--- src/rtl/mem_arbiter.sv ---
// Two-port round-robin arbiter, with burst lock, in front of a single-ported memory.
// Read returns are routed back to the issuing port through a READ_LATENCY-deep tag pipeline.
module mem_arbiter #(
   parameter int ADDR_W       = 16,
   parameter int DATA_W       = 16,
   parameter int READ_LATENCY = 1
) (
   input  logic              clk,
   input  logic              rst,
   input  logic              req0,
   input  logic              req1,
   input  logic              we0,
   input  logic              we1,
   input  logic [ADDR_W-1:0] addr0,
   input  logic [ADDR_W-1:0] addr1,
   input  logic [DATA_W-1:0] wdata0,
   input  logic [DATA_W-1:0] wdata1,
   input  logic              lock0,
   input  logic              lock1,
   output logic              ack0,
   output logic              ack1,
   output logic              rvalid0,
   output logic              rvalid1,
   output logic [DATA_W-1:0] rdata,
   output logic              mem_we,
   output logic [ADDR_W-1:0] mem_read_addr,
   output logic [ADDR_W-1:0] mem_write_addr,
   output logic [DATA_W-1:0] mem_write_data,
   input  logic [DATA_W-1:0] mem_read_data
);

   logic                    last_grant_q, last_grant_d;
   logic                    lock_valid_q, lock_valid_d;
   logic                    lock_port_q, lock_port_d;
   logic [READ_LATENCY-1:0] pipe_valid_q, pipe_valid_d;
   logic [READ_LATENCY-1:0] pipe_port_q, pipe_port_d;

   logic                    grant_valid;
   logic                    grant_port;
   logic                    sel_we;
   logic                    sel_lock;
   logic [ADDR_W-1:0]       sel_addr;
   logic [DATA_W-1:0]       sel_wdata;

   // A held lock only matters on a tie: an owner that drops req simply loses.
   always_comb begin
      grant_valid = 1'b0;
      grant_port  = 1'b0;
      if (!rst) begin
         if (req0 && req1) begin
            grant_valid = 1'b1;
            grant_port  = lock_valid_q ? lock_port_q : ~last_grant_q;
         end else if (req0) begin
            grant_valid = 1'b1;
            grant_port  = 1'b0;
         end else if (req1) begin
            grant_valid = 1'b1;
            grant_port  = 1'b1;
         end
      end
   end

   always_comb begin
      sel_we    = grant_port ? we1    : we0;
      sel_lock  = grant_port ? lock1  : lock0;
      sel_addr  = grant_port ? addr1  : addr0;
      sel_wdata = grant_port ? wdata1 : wdata0;

      ack0           = grant_valid && !grant_port;
      ack1           = grant_valid && grant_port;
      mem_we         = grant_valid && sel_we;
      mem_write_addr = (grant_valid && sel_we)  ? sel_addr  : '0;
      mem_write_data = (grant_valid && sel_we)  ? sel_wdata : '0;
      mem_read_addr  = (grant_valid && !sel_we) ? sel_addr  : '0;

      rvalid0 = pipe_valid_q[READ_LATENCY-1] && !pipe_port_q[READ_LATENCY-1];
      rvalid1 = pipe_valid_q[READ_LATENCY-1] &&  pipe_port_q[READ_LATENCY-1];
      rdata   = mem_read_data;
   end

   always_comb begin
      last_grant_d = grant_valid ? grant_port : last_grant_q;
      lock_valid_d = grant_valid && sel_lock;
      lock_port_d  = grant_port;

      pipe_valid_d    = pipe_valid_q;
      pipe_port_d     = pipe_port_q;
      pipe_valid_d[0] = grant_valid && !sel_we;
      pipe_port_d[0]  = grant_port;
      for (int i = 1; i < READ_LATENCY; i++) begin
         pipe_valid_d[i] = pipe_valid_q[i-1];
         pipe_port_d[i]  = pipe_port_q[i-1];
      end
   end

   // last_grant resets to port 1 so that port 0 wins the first tie.
   always_ff @(posedge clk) begin
      if (rst) begin
         last_grant_q <= 1'b1;
         lock_valid_q <= 1'b0;
         lock_port_q  <= 1'b0;
         pipe_valid_q <= '0;
         pipe_port_q  <= '0;
      end else begin
         last_grant_q <= last_grant_d;
         lock_valid_q <= lock_valid_d;
         lock_port_q  <= lock_port_d;
         pipe_valid_q <= pipe_valid_d;
         pipe_port_q  <= pipe_port_d;
      end
   end

endmodule

--- config.mk ---
export PLATFORM = sky130hd
export DESIGN_NAME = mem_arbiter
export DESIGN_NICKNAME = d
export VERILOG_FILES = /design/src/rtl/mem_arbiter.sv
export SDC_FILE = /design/constraint.sdc
export NUM_CORES = 1
export LEC_CHECK = 0
export ABC_AREA = 1
export ABC_CLOCK_PERIOD_IN_PS = 4200
export CORE_MARGIN = 2
export CORE_UTILIZATION = 30
export CTS_CLUSTER_SIZE = 40
export DETAILED_ROUTE_END_ITERATION = 6
export GPL_ROUTABILITY_DRIVEN = 0
export PLACE_DENSITY = 0.88
export SLEW_MARGIN = 10
export SYNTH_ARGS = -nofsm -noshare
export SYNTH_HDL_FRONTEND = slang
export SYNTH_SLANG_ARGS = --single-unit
--- constraint.sdc ---
create_clock -name clk -period 4.2 [get_ports clk]
set_input_delay 0.84 -clock clk [delete_from_list [all_inputs] [get_ports clk]]
set_output_delay 0.84 -clock clk [all_outputs]
set_load 0.05 [all_outputs]
==> reports/metrics.csv <==
stage,metric,value,unit
worst_setup_path,"Data arrival, critical path",3050,ps
clocking,Post-CTS Resized,0,
floorplanning,Die Width,70.68,µm
synth,count of cell types in the netlist,17,
placed_design,placed cell count,373,
worst_setup_path,Worst Setup SP,req0,
synth,#FFs+latches synth,4,
cells_and_area,ANT cells,0,
worst_setup_path,critical path startpoint category,input port,
timing,Max Fclk,0.2568,GHz
worst_setup_path,Crit. End Element,primary output,
placed_design,Port Buffers,124,
flow_run,max-cap check violation count,0,
timing,RSZ-0062 raised after global routing,false,
timing,setup TNS,0,ps
routing,Via-to-Cell Ratio,4.434,
status,status,completed,
routing,Routed WL,4534,µm
worst_setup_path,WS Path Type,in -> out,
routing,Initial DRT Pass Iterations,4,
global_routing,largest net degree at the start of global routing,34,
power_and_ir_drop,Power Dens Cells,172.2,nW/µm²
clocking,Post-CTS Setup Inserts,0,
cells_and_area,final std cells w/o fill,376,
timing,hold slack final,516.7,ps
worst_hold_path,hold path startpoint,last_grant_q,
global_routing,first-pass GRT wire length,7348,µm
power_and_ir_drop,P_leak,1.395,nW
floorplanning,die height,70.68,µm
synth,Post-Syn Area per Cell,5.954,µm²
floorplanning,Core Box Area,4324,µm²
worst_setup_path,"Top cell by count, worst path",nand3_4,
clocking,TritonCTS Buffers,3,
cells_and_area,"commonest non-fill, non-tap cells in the layout","73 x clkdlybuf4s50_1, 52 x nand2_1, 51 x buf_12, 41 x inv_1, 38 x nor2_2",
cells_and_area,Filler Cell Count,350,
worst_setup_path,max incr delay on CP,470,ps
synth,"Seq/Total Area, Yosys",0.06004,
global_routing,All-Layer GR Usage,0.1756,
cells_and_area,Reg area,80.08,µm²
cells_and_area,"commonest non-fill, non-tap cell in the layout",clkdlybuf4s50_1,
floorplanning,die area,4995,µm²
worst_setup_path,CP max-delay cell,clkdlybuf4s50_1,
global_routing,initial antenna violation count,0,
floorplanning,Initial Util,0.3084,
clocking,Post-CTS Hold Fix Bufs,0,
timing,Final Hold Fails,0,
clocking,"Reg clk slew, reported paths",30,ps
timing,Post-Route Skew,1.485,ps
routing,vias,1667,
synth,Post-Syn Instances,224,
cells_and_area,area of the multi-input gates,839.6,µm²
routing,final antenna-violating net count,0,
floorplanning,row cnt,24,
timing,Final period util,0.9271,
routing,DR WL/cell,12.06,µm
clocking,CTS root buf,clkbuf_8,
worst_hold_path,Hold Path Class,reg -> reg,
timing,slack of the critical path,306.3,ps
clocking,H-tree Lvls,1,
floorplanning,IO Pins,157,
synth,Synth area leaders,"nor2_2 18%, nand2_1 15%, inv_1 12%",
synth,"Warnings, synthesis",0,
placed_design,hpwl dp,3693,µm
cells_and_area,layout cells sized above 1,0.3673,
timing,Slew Limit Headroom,0.6050,
synth,share of the synthesized area in the top cell type,0.1782,
placed_design,pre-CTS setup slack,285.0,ps
global_routing,vias in the first global route,1672,
global_routing,Overflow after GRT,0,
power_and_ir_drop,VDD IR max,0.1832,mV
clocking,clk buf depth,2,
routing,initial DRC count,47,
timing,Slew @ Worst Pin,592.5,ps
synth,Mapped Nets,312,
routing,DRC,0,
cells_and_area,Final nets,414,
timing,max-slew violations,0,
synth,"area leader, netlist",nor2_2,
worst_setup_path,worst-path cell chain,clkdlybuf4s50_1 > nand3_4 > nand3_4 > nand2_4 > nand3_4 > nor2_1 > buf_12,
clocking,CTS tree,built,
clocking,clk_lat worst skew,210,ps
synth,cell area after synthesis,1334,µm²
worst_setup_path,CP required,3360,ps
timing,final setup violation count,0,
clocking,Num Clock Sinks,4,
worst_setup_path,CP max FO,33,
worst_setup_path,FF-to-FF Start,pipe_port_q,
cells_and_area,Syn-to-layout area delta,122.3,%
timing,min cycle time layout,3894,ps
==> path summary, 6_finish.rpt <==
kind	endpoint	slack, ps	cells past startpoint
max	mem_write_addr[15]	310	7
min	last_grant_q	520	2
max reg2reg	pipe_valid_q	2660	6
min reg2reg	last_grant_q	520	2
==> kinds of logic after synthesis <==
family	Yosys count	synth area share
and+or+nand+nor	127	0.5169
buffers and inverters	74	0.3105
DFF	4	0.06004
AOI/OAI and AO/OA	19	0.1126
==> power breakdown <==
part | switching, W | internal [W] | total [W]
registers | 0.00000144 | 0.0000409 | 0.0000423
logic | 0.000203 | 0.000185 | 0.000388
clock network | 0.0000192 | 0.0000610 | 0.0000802
==> sequential cells by signal, indices dropped and copies added, names as in the netlist <==
name / cells
pipe_port_q: 1
pipe_valid_q: 1
lock_valid_q: 1
last_grant_q: 1
==> stage by stage <==
stage          instance area [µm²]  power [W]  utilization
3_3_place_gp                  2924  0.0004277       0.6762
5_1_grt                       2965  0.0005368       0.6858
6_report                      2965  0.0005106       0.6858
3_5_place_dp                  2924  0.0004330       0.6762
2_1_floorplan                 1334  0.0002843            -
4_1_cts                       2965  0.0005159       0.6858
==> critical path: cells and delay by family <==
| kind | cells | cell delay, ps |
|---|---|---|
| buffers and inverters | 2 | 650 |
| AND/OR/NAND/NOR | 5 | 1550 |
==> routing by layer <==
layer	up-vias	track usage	wire length [µm]
met5	-	0	0
met4	0	0.06918	100
met3	12	0.03276	344
met2	69	0.3291	2384
met1	722	0.1945	1704
li1	864	-	-
==> Yosys cell counts <==
cell,n
nand2_1,52
inv_1,41
nor2_2,38
nand4_1,18
buf_4,17
o21ai_2,14
nor2_1,12
buf_6,9
buf_2,4
dfxtp_1,4
nand3_4,4
inv_2,3
o21ai_1,3
nand2_4,2
a21oi_1,1
nand2_2,1
o211ai_1,1
==> final cells by class <==
| type | count | share of cell area |
|---|---|---|
| flip-flops and latches | 4 | 0.02700 |
| clock buffers | 3 | 0.01392 |
| well taps | 52 | 0.02194 |
| repair buffers | 127 | 0.5983 |
| multi-input cells | 146 | 0.2831 |
| inverters | 44 | 0.05570 |
Note: power is estimated with default switching activity, not from simulation.
